**src/rtl/eth_ff_pkg.sv**
```systemverilog
// Shared definitions for the Ethernet frame former.
//   state_t        : frame former FSM states (also driven onto the State debug port)
//   HDR_BYTES      : header length in bytes (dest MAC, src MAC, Link_Type, SyncWord)
//   *_OFF          : byte offsets of the header fields within the frame
//   popcount_keep  : number of set bits in a (zero-extended) keep vector
//   keep_mask      : keep vector with the n low bits set
//   build_header   : assembles the 16 header bytes, byte 0 in bits [7:0]
package eth_ff_pkg;

   typedef enum logic [2:0] {
      IDLE = 3'd0,
      HDR  = 3'd1,
      PAY  = 3'd2,
      PAD  = 3'd3,
      DROP = 3'd4
   } state_t;

   localparam int unsigned HDR_BYTES = 16;
   localparam int unsigned DST_OFF   = 0;
   localparam int unsigned SRC_OFF   = 6;
   localparam int unsigned TYPE_OFF  = 12;
   localparam int unsigned SYNC_OFF  = 14;

   function automatic logic [4:0] popcount_keep(input logic [15:0] keep);
      logic [4:0] n;
      n = '0;
      for (int unsigned i = 0; i < 16; i++) begin
         n = n + 5'(keep[i]);
      end
      return n;
   endfunction

   function automatic logic [15:0] keep_mask(input logic [4:0] n);
      logic [16:0] m;
      m = (17'd1 << n) - 17'd1;
      return m[15:0];
   endfunction

   // MAC addresses and 16-bit fields go out most significant byte first.
   function automatic logic [127:0] build_header(input logic [47:0] dst,
                                                 input logic [47:0] src,
                                                 input logic [15:0] ltype,
                                                 input logic [15:0] sync);
      logic [127:0] h;
      h = '0;
      for (int unsigned i = 0; i < 6; i++) begin
         h[8*(DST_OFF+i) +: 8] = dst[8*(5-i) +: 8];
         h[8*(SRC_OFF+i) +: 8] = src[8*(5-i) +: 8];
      end
      h[8*TYPE_OFF     +: 8] = ltype[15:8];
      h[8*(TYPE_OFF+1) +: 8] = ltype[7:0];
      h[8*SYNC_OFF     +: 8] = sync[15:8];
      h[8*(SYNC_OFF+1) +: 8] = sync[7:0];
      return h;
   endfunction

endpackage

```
**src/rtl/eth_ff_fifo.sv**
```systemverilog
// Synchronous first-word-fall-through FIFO used to buffer payload beats.
//   clk, rst     : clock, synchronous active-high reset (flushes contents)
//   wr_en/wr_data: push request and data (ignored when full)
//   rd_en/rd_data: pop request; rd_data shows the head entry while not empty
//   full, empty  : occupancy flags
//   level        : number of stored entries (0..DEPTH)
module eth_ff_fifo
   import eth_ff_pkg::*;
#(
   parameter int unsigned WIDTH = 8,
   parameter int unsigned DEPTH = 4
) (
   input  logic                     clk,
   input  logic                     rst,
   input  logic                     wr_en,
   input  logic [WIDTH-1:0]         wr_data,
   input  logic                     rd_en,
   output logic [WIDTH-1:0]         rd_data,
   output logic                     full,
   output logic                     empty,
   output logic [$clog2(DEPTH):0]   level
);

   localparam int unsigned AW = $clog2(DEPTH);

   logic [WIDTH-1:0] mem [DEPTH];
   logic [AW-1:0]    wr_ptr;
   logic [AW-1:0]    rd_ptr;
   logic [AW:0]      cnt;
   logic             push;
   logic             pop;

   assign full    = (cnt == (AW+1)'(DEPTH));
   assign empty   = (cnt == '0);
   assign push    = wr_en && !full;
   assign pop     = rd_en && !empty;
   assign rd_data = mem[rd_ptr];
   assign level   = cnt;

   always_ff @(posedge clk) begin
      if (push) begin
         mem[wr_ptr] <= wr_data;
      end
   end

   always_ff @(posedge clk) begin
      if (rst) begin
         wr_ptr <= '0;
         rd_ptr <= '0;
         cnt    <= '0;
      end else begin
         if (push) begin
            wr_ptr <= wr_ptr + AW'(1);
         end
         if (pop) begin
            rd_ptr <= rd_ptr + AW'(1);
         end
         case ({push, pop})
            2'b10:   cnt <= cnt + (AW+1)'(1);
            2'b01:   cnt <= cnt - (AW+1)'(1);
            default: cnt <= cnt;
         endcase
      end
   end

endmodule

```
**src/rtl/eth_frame_former_v2.sv**
```systemverilog
// Ethernet frame former: buffers an AXI-Stream payload and prepends a
// 16-byte header (dest MAC, src MAC, Link_Type, SyncWord). Short frames are
// zero-padded up to MIN_FRAME_BYTES, oversize payloads are cut at
// MAX_PAYLOAD_BYTES and the rest of that input frame is discarded.
//   ACLK, ARESET        : clock, synchronous active-high reset
//   S_AXIS_*            : payload input stream (tready = FIFO not full)
//   M_AXIS_*            : registered frame output stream
//   Destination_Address, Source_Address, Link_Type, SyncWord : header fields,
//                         sampled when a frame starts
//   Frame_Count         : frames completed (tlast handshakes)
//   Trunc_Count         : frames truncated at MAX_PAYLOAD_BYTES
//   Fifo_Level          : payload FIFO occupancy
//   State               : FSM state for debug
module eth_frame_former_v2
   import eth_ff_pkg::*;
#(
   parameter int unsigned DATA_WIDTH        = 64,
   parameter int unsigned FIFO_DEPTH        = 64,
   parameter int unsigned PAD_EN            = 1,
   parameter int unsigned MIN_FRAME_BYTES   = 60,
   parameter int unsigned MAX_PAYLOAD_BYTES = 1500
) (
   input  logic                            ACLK,
   input  logic                            ARESET,
   input  logic [DATA_WIDTH-1:0]           S_AXIS_tdata,
   input  logic [DATA_WIDTH/8-1:0]         S_AXIS_tkeep,
   input  logic                            S_AXIS_tvalid,
   input  logic                            S_AXIS_tlast,
   output logic                            S_AXIS_tready,
   output logic [DATA_WIDTH-1:0]           M_AXIS_tdata,
   output logic [DATA_WIDTH/8-1:0]         M_AXIS_tkeep,
   output logic                            M_AXIS_tvalid,
   output logic                            M_AXIS_tlast,
   input  logic                            M_AXIS_tready,
   input  logic [47:0]                     Destination_Address,
   input  logic [47:0]                     Source_Address,
   input  logic [15:0]                     Link_Type,
   input  logic [15:0]                     SyncWord,
   output logic [31:0]                     Frame_Count,
   output logic [15:0]                     Trunc_Count,
   output logic [$clog2(FIFO_DEPTH):0]     Fifo_Level,
   output logic [2:0]                      State
);

   localparam int unsigned KW        = DATA_WIDTH/8;
   localparam int unsigned HDR_BEATS = HDR_BYTES/KW;
   localparam int unsigned FW        = DATA_WIDTH + KW + 1;
   localparam logic [14:0] MAX_L     = 15'(MAX_PAYLOAD_BYTES);
   localparam logic [15:0] MIN_L     = 16'(MIN_FRAME_BYTES);
   localparam logic [15:0] BYTES_L   = 16'(KW);
   localparam logic [15:0] HDR_L     = 16'(HDR_BYTES);

   function automatic logic [DATA_WIDTH-1:0] zero_unkept(input logic [DATA_WIDTH-1:0] d,
                                                         input logic [KW-1:0] k);
      logic [DATA_WIDTH-1:0] r;
      for (int unsigned b = 0; b < KW; b++) begin
         r[8*b +: 8] = k[b] ? d[8*b +: 8] : 8'h00;
      end
      return r;
   endfunction

   // FIFO
   logic                  fifo_wr;
   logic                  fifo_rd;
   logic [FW-1:0]         fifo_din;
   logic [FW-1:0]         fifo_dout;
   logic                  fifo_full;
   logic                  fifo_empty;
   logic [DATA_WIDTH-1:0] f_data;
   logic [KW-1:0]         f_keep;
   logic                  f_last;

   // state and registered outputs
   state_t                state;
   state_t                state_d;
   logic [127:0]          hdr_q;
   logic                  hdr_idx;
   logic                  hdr_idx_d;
   logic [13:0]           pay_cnt;
   logic [13:0]           pay_cnt_d;
   logic [15:0]           pos;
   logic [15:0]           pos_d;
   logic                  rdy_q;
   logic                  m_valid;
   logic [DATA_WIDTH-1:0] m_data;
   logic [KW-1:0]         m_keep;
   logic                  m_last;
   logic [31:0]           frame_cnt;
   logic [15:0]           trunc_cnt;

   // next-beat values computed by the FSM
   logic                  out_free;
   logic                  load;
   logic [DATA_WIDTH-1:0] ld_data;
   logic [KW-1:0]         ld_keep;
   logic                  ld_last;
   logic                  trunc_inc;
   logic                  latch_hdr;
   logic [4:0]            pc;
   logic [14:0]           new_cnt;
   logic [15:0]           rem;
   logic [15:0]           kmask;

   // rdy_q keeps tready low through reset and for the first edge after it.
   assign S_AXIS_tready = rdy_q && !fifo_full;
   assign fifo_wr       = S_AXIS_tvalid && S_AXIS_tready;
   assign fifo_din      = {S_AXIS_tdata, S_AXIS_tkeep, S_AXIS_tlast};
   assign f_data        = fifo_dout[FW-1 -: DATA_WIDTH];
   assign f_keep        = fifo_dout[KW:1];
   assign f_last        = fifo_dout[0];

   eth_ff_fifo #(
      .WIDTH (FW),
      .DEPTH (FIFO_DEPTH)
   ) u_fifo (
      .clk     (ACLK),
      .rst     (ARESET),
      .wr_en   (fifo_wr),
      .wr_data (fifo_din),
      .rd_en   (fifo_rd),
      .rd_data (fifo_dout),
      .full    (fifo_full),
      .empty   (fifo_empty),
      .level   (Fifo_Level)
   );

   assign out_free = !m_valid || M_AXIS_tready;

   always_comb begin
      state_d   = state;
      hdr_idx_d = hdr_idx;
      pay_cnt_d = pay_cnt;
      pos_d     = pos;
      load      = 1'b0;
      ld_data   = '0;
      ld_keep   = '0;
      ld_last   = 1'b0;
      fifo_rd   = 1'b0;
      trunc_inc = 1'b0;
      latch_hdr = 1'b0;
      pc        = popcount_keep(16'(f_keep));
      new_cnt   = {1'b0, pay_cnt} + 15'(pc);
      rem       = MIN_L - pos;
      kmask     = '0;

      case (state)
         IDLE: begin
            if (!fifo_empty) begin
               state_d   = HDR;
               latch_hdr = 1'b1;
               hdr_idx_d = 1'b0;
               pay_cnt_d = '0;
               pos_d     = '0;
            end
         end

         HDR: begin
            if (out_free) begin
               load    = 1'b1;
               ld_keep = '1;
               ld_data = hdr_idx ? hdr_q[127 -: DATA_WIDTH] : hdr_q[DATA_WIDTH-1:0];
               if (HDR_BEATS == 1 || hdr_idx) begin
                  state_d = PAY;
                  pos_d   = HDR_L;
               end else begin
                  hdr_idx_d = 1'b1;
               end
            end
         end

         PAY: begin
            if (out_free && !fifo_empty) begin
               fifo_rd   = 1'b1;
               load      = 1'b1;
               pay_cnt_d = new_cnt[13:0];
               if (f_last) begin
                  if (PAD_EN != 0 && (HDR_L + {1'b0, new_cnt}) < MIN_L) begin
                     ld_data = zero_unkept(f_data, f_keep);
                     // The rounded-up beat may already reach the minimum
                     // frame length; then it closes the frame itself.
                     if (pos + BYTES_L >= MIN_L) begin
                        kmask   = keep_mask(rem[4:0]);
                        ld_keep = kmask[KW-1:0];
                        ld_last = 1'b1;
                        state_d = IDLE;
                     end else begin
                        ld_keep = '1;
                        pos_d   = pos + BYTES_L;
                        state_d = PAD;
                     end
                  end else begin
                     ld_data = f_data;
                     ld_keep = f_keep;
                     ld_last = 1'b1;
                     state_d = IDLE;
                  end
               end else if (new_cnt >= MAX_L) begin
                  kmask     = keep_mask(5'(MAX_L - {1'b0, pay_cnt}));
                  ld_data   = f_data;
                  ld_keep   = kmask[KW-1:0];
                  ld_last   = 1'b1;
                  trunc_inc = 1'b1;
                  state_d   = DROP;
               end else begin
                  ld_data = f_data;
                  ld_keep = f_keep;
                  pos_d   = pos + BYTES_L;
               end
            end
         end

         PAD: begin
            if (out_free) begin
               load = 1'b1;
               if (rem <= BYTES_L) begin
                  kmask   = keep_mask(rem[4:0]);
                  ld_keep = kmask[KW-1:0];
                  ld_last = 1'b1;
                  state_d = IDLE;
               end else begin
                  ld_keep = '1;
                  pos_d   = pos + BYTES_L;
               end
            end
         end

         DROP: begin
            if (!fifo_empty) begin
               fifo_rd = 1'b1;
               if (f_last) begin
                  state_d = IDLE;
               end
            end
         end

         default: state_d = IDLE;
      endcase
   end

   always_ff @(posedge ACLK) begin
      if (ARESET) begin
         state     <= IDLE;
         hdr_q     <= '0;
         hdr_idx   <= 1'b0;
         pay_cnt   <= '0;
         pos       <= '0;
         rdy_q     <= 1'b0;
         m_valid   <= 1'b0;
         m_data    <= '0;
         m_keep    <= '0;
         m_last    <= 1'b0;
         frame_cnt <= '0;
         trunc_cnt <= '0;
      end else begin
         state   <= state_d;
         hdr_idx <= hdr_idx_d;
         pay_cnt <= pay_cnt_d;
         pos     <= pos_d;
         rdy_q   <= 1'b1;
         if (latch_hdr) begin
            hdr_q <= build_header(Destination_Address, Source_Address, Link_Type, SyncWord);
         end
         if (out_free) begin
            m_valid <= load;
            m_data  <= ld_data;
            m_keep  <= ld_keep;
            m_last  <= ld_last;
         end
         if (m_valid && M_AXIS_tready && m_last) begin
            frame_cnt <= frame_cnt + 32'd1;
         end
         if (trunc_inc) begin
            trunc_cnt <= trunc_cnt + 16'd1;
         end
      end
   end

   assign M_AXIS_tvalid = m_valid;
   assign M_AXIS_tdata  = m_data;
   assign M_AXIS_tkeep  = m_keep;
   assign M_AXIS_tlast  = m_last;
   assign Frame_Count   = frame_cnt;
   assign Trunc_Count   = trunc_cnt;
   assign State         = state;

endmodule
```
**config.mk**
```make
export PLATFORM = sky130hd
export DESIGN_NAME = eth_frame_former_v2
export DESIGN_NICKNAME = d
export VERILOG_FILES = /design/src/rtl/eth_ff_pkg.sv /design/src/rtl/eth_ff_fifo.sv /design/src/rtl/eth_frame_former_v2.sv
export SDC_FILE = /design/constraint.sdc
export NUM_CORES = 2
export LEC_CHECK = 0
export BUFFER_PORTS_ARGS = -buffer_cell sky130_fd_sc_hd__buf_4
export CORE_MARGIN = 5
export CORE_UTILIZATION = 45
export DETAILED_ROUTE_END_ITERATION = 10
export GPL_ROUTABILITY_DRIVEN = 0
export GPL_TIMING_DRIVEN = 0
export SLEW_MARGIN = 20
export SYNTH_ARGS = -nofsm -noshare
export SYNTH_HDL_FRONTEND = slang
export SYNTH_HIERARCHICAL = 1
export SYNTH_MEMORY_MAX_BITS = 65536
export SYNTH_SLANG_ARGS = --single-unit
```
**constraint.sdc**
```tcl
create_clock -name ACLK -period 8 [get_ports ACLK]
set_clock_uncertainty 0.15 [all_clocks]
set_input_delay 0.4 -clock ACLK [delete_from_list [all_inputs] [get_ports ACLK]]
set_output_delay 0.4 -clock ACLK [all_outputs]
set_load 0.02 [all_outputs]
```
==> impl_metrics.env <==
export IMPL_min_path_type="input port to register"
export IMPL_grt_util_all_layers_pct=30.5
export IMPL_power_total_uw=54000
export IMPL_wire_per_inst_um=40.3
export IMPL_dr_wl_met3_mm=88.3
export IMPL_synth_async_reset_ratio_pct=0
export IMPL_layout_commonest_cell="edfxtp_1"
export IMPL_ys_dominant_reg_cell="edfxtp_1"
export IMPL_numClockSinks=4979
export IMPL_die_y_um=659
export IMPL_maxCapViolations=0
export IMPL_p_leak_uw=0.0716
export IMPL_core_area_um2=420000
export IMPL_cts_path_max_buffers=4
export IMPL_syn_area_um2=190000
export IMPL_fin_crit_sh_pct=100
export IMPL_grt_max_degree=65
export IMPL_crit_chain="buf_2 > buf_12 > buf_16 > buf_6 > nand2_4 > o221ai_4 > o22ai_2 > and3_2 > fa_1 > inv_1 > fa_1 > fa_1 > fa_2 > fa_2 > nand2b_1 > a21o_1 > buf_6 > nor3b_1 > xnor2_1 > and4_1 > nand3_1 > clkbuf_1 > o21a_2 > a221o_1"
export IMPL_yosysTopAreaCellShare_pct=73.9
export IMPL_drt_pass1_iter_count=6
export IMPL_start_kind="register"
export IMPL_ys_types=78
export IMPL_root_buffer="clkbuf_16"
export IMPL_path_max_fanout=13
export IMPL_start_util_pct=45.2
export IMPL_wl_met1_mm=239
export IMPL_drtAntennaViolNets=0
export IMPL_worstSetupEndpointType="register"
export IMPL_die_w_um=659
export IMPL_final_nets=10800
export IMPL_crit_arrival_ns=8.82
export IMPL_vias=109000
export IMPL_syn_avg_cell_area_um2=21.1
export IMPL_synth_edf_count=4672
export IMPL_drt_total_wl_mm=673
export IMPL_io_pins=338
export IMPL_maxUsedRoutingLayer="met5"
export IMPL_report_final_slew_viol_count=0
export IMPL_post_route_util_pct=54.7
export IMPL_cts_max_level=6
export IMPL_yosys_warnings=6
export IMPL_dp_cells=15400
export IMPL_setup_viol=2
export IMPL_rows=238
export IMPL_drc=0
export IMPL_crit_type="register to register"
export IMPL_layout_common_cells="edfxtp_1, mux4_2, clkbuf_16"
export IMPL_antenna_found_initial=66
export IMPL_max_freq_mhz=125
export IMPL_slowest_delay_ns=0.78
export IMPL_tightest_slew_ns=1.41
export IMPL_violations="setup timing"
export IMPL_worstPathRequired_ns=8.81
export IMPL_cpMaxStageDelayCell="o21a_2"
export IMPL_die_area_um2=435000
export IMPL_synth_top_area_cell="edfxtp_1"
export IMPL_critPathTopFamily="adder cells"
export IMPL_placed_area_um2=209000
export IMPL_layout_setup_ws_ns=-0.0155
export IMPL_outcome="finished, violations left"
export IMPL_critical_path_most_common_cell="fa_1"
export IMPL_portBuffers=337
export IMPL_crit_buf_inv=7
export IMPL_drive_gt1_share_pct=28.1
export IMPL_final_area_um2=230000
export IMPL_clock_latency_ns=1.03
export IMPL_clk_pin_slew_worst_paths_ns=0.06
export IMPL_first_global_vias=106000
export IMPL_cts_tree="yes"
export IMPL_drt_iter0_markers=16300
export IMPL_area_growth_pct=21.2
export IMPL_dr_wl_met2_mm=305
export IMPL_ys_seq_elements=4979
export IMPL_p_per_area_nw_per_um2=235
export IMPL_max_slew_margin_pct=5.75
export IMPL_viasPerCell=6.53
export IMPL_vdd_ir_drop_max_uv=229
export IMPL_synth_fp_nets=9236
export IMPL_fin_crit_ns=8.02
export IMPL_syn_inst=9010
export IMPL_gr_total_overflow=0
export IMPL_synthTopCellsByArea="edfxtp_1, mux4_2, dfxtp_1, a22oi_1, nand2_1"
export IMPL_cts_buffers=522
export IMPL_place_hpwl_mm=479
export IMPL_ys_seq_area_share_pct=77.2
export IMPL_whs_ns=0.0574
export IMPL_final_hold_violation_count=0
export IMPL_grt_pass1_wl_mm=901
export IMPL_final_cells=16700
-- synthesized netlist by cell type (23+ instances only) --
library cell / instances
edfxtp_1: 4672
mux4_2: 1168
nand2_1: 400
dfxtp_1: 307
clkbuf_1: 300
nor2_1: 243
a22oi_1: 220
a21oi_1: 185
o22ai_1: 151
o221ai_1: 150
nand3_1: 112
buf_2: 97
and3_1: 95
nor2b_1: 88
a211oi_1: 75
a221oi_1: 73
mux2i_1: 70
buf_1: 68
a221o_1: 64
buf_4: 53
xor2_1: 40
o21ai_0: 39
buf_6: 32
inv_1: 32
or3_1: 24
nand2b_1: 23
-- routing by layer --
| layer | track usage (%) | vias to the layer above |
|---|---|---|
| li1 | - | 41300 |
| met1 | 40.5 | 58300 |
| met2 | 46.1 | 7907 |
| met3 | 8.70 | 1562 |
| met4 | 15.6 | 34 |
| met5 | 0 | - |
-- state kept, by name, indices dropped and copies added (netlist names), named ones only --
| signal | flops |
|---|---|
| State | 3 |
| M_AXIS_tdata | 64 |
| u_fifo/rd_ptr | 6 |
| u_fifo/level | 7 |
| M_AXIS_tvalid | 1 |
| Frame_Count | 32 |
| M_AXIS_tkeep | 8 |
| pay_cnt | 14 |
| Trunc_Count | 16 |
| hdr_idx | 1 |
| hdr_q | 128 |
| pos | 13 |
| u_fifo/mem | 4672 |
| rdy_q | 1 |
| M_AXIS_tlast | 1 |
| u_fifo/wr_ptr | 6 |
-- kinds of logic (layout without fill, tap and decap cells) --
family	Yosys count	count (layout)	share of synthesized area (%)
flip-flops	4979	4979	77.2
adder cells (fa/ha/maj)	21	21	0.158
multiplexers	1244	1244	14.3
XOR/XNOR	61	61	0.282
AO/OA/AOI/OAI	1042	1042	4.01
buffers and inverters	583	2584	1.45
AND/OR/NAND/NOR	1080	1080	2.66
other	0	53	0
-- worst paths after layout --
check             depth (start not counted)                    from                             to  slack (ns)
hold / removal                            4      Source_Address[16]         hdr_q[72]$_SDFFE_PP0P_        0.06
setup reg to reg                         24                register  M_AXIS_tdata[46]$_SDFFE_PP0N_       -0.02
hold reg to reg                           2  hdr_q[49]$_SDFFE_PP0P_         hdr_q[49]$_SDFFE_PP0P_        0.30
setup / recovery                         24                register  M_AXIS_tdata[46]$_SDFFE_PP0N_       -0.02
-- final cells by class --
cell class,count,area [µm²]
clock buffer,672,14200
multi-input combinational,3448,41300
antenna,53,133
buffer,539,3330
clock inverter,261,2270
timing repair buffer,1080,15100
fill,31300,190000
inverter,32,120
tap,5640,7060
sequential,4979,146000
-- through the flow --
step	setup TNS, ns	worst slack, ns
finish	-0.0177	-0.0155
global route	-0.0230	-0.0114
CTS	0	0.0708
detailed placement	-210.13	-2.35
global placement	-	-5.81
floorplan	0	0.936
-- tightest hold or removal path: stages --
cell and delay [ns]:
dlygate4sd3_1 0.54, buf_4 0.13, nand2_1 0.05, a21oi_1 0.05
-- where the power goes --
part	leakage, µW	switching [µW]	internal (µW)
clock network	0.00805	10200	13400
registers	0.0445	81.7	28600
logic	0.0191	1220	529
total	0.0716	11500	42500
-- timing repair --
action / 4_1_cts / 5_1_grt
hold buffers: 289 / 0
buffers inserted: 14 / 17
pin swaps: 2 / 2
endpoints found under the hold margin: 4832 / 0
endpoints found under the setup margin: 111 / 64
resized for setup: 181 / 59
No activity file was read; power rests on OpenSTA's default activity.
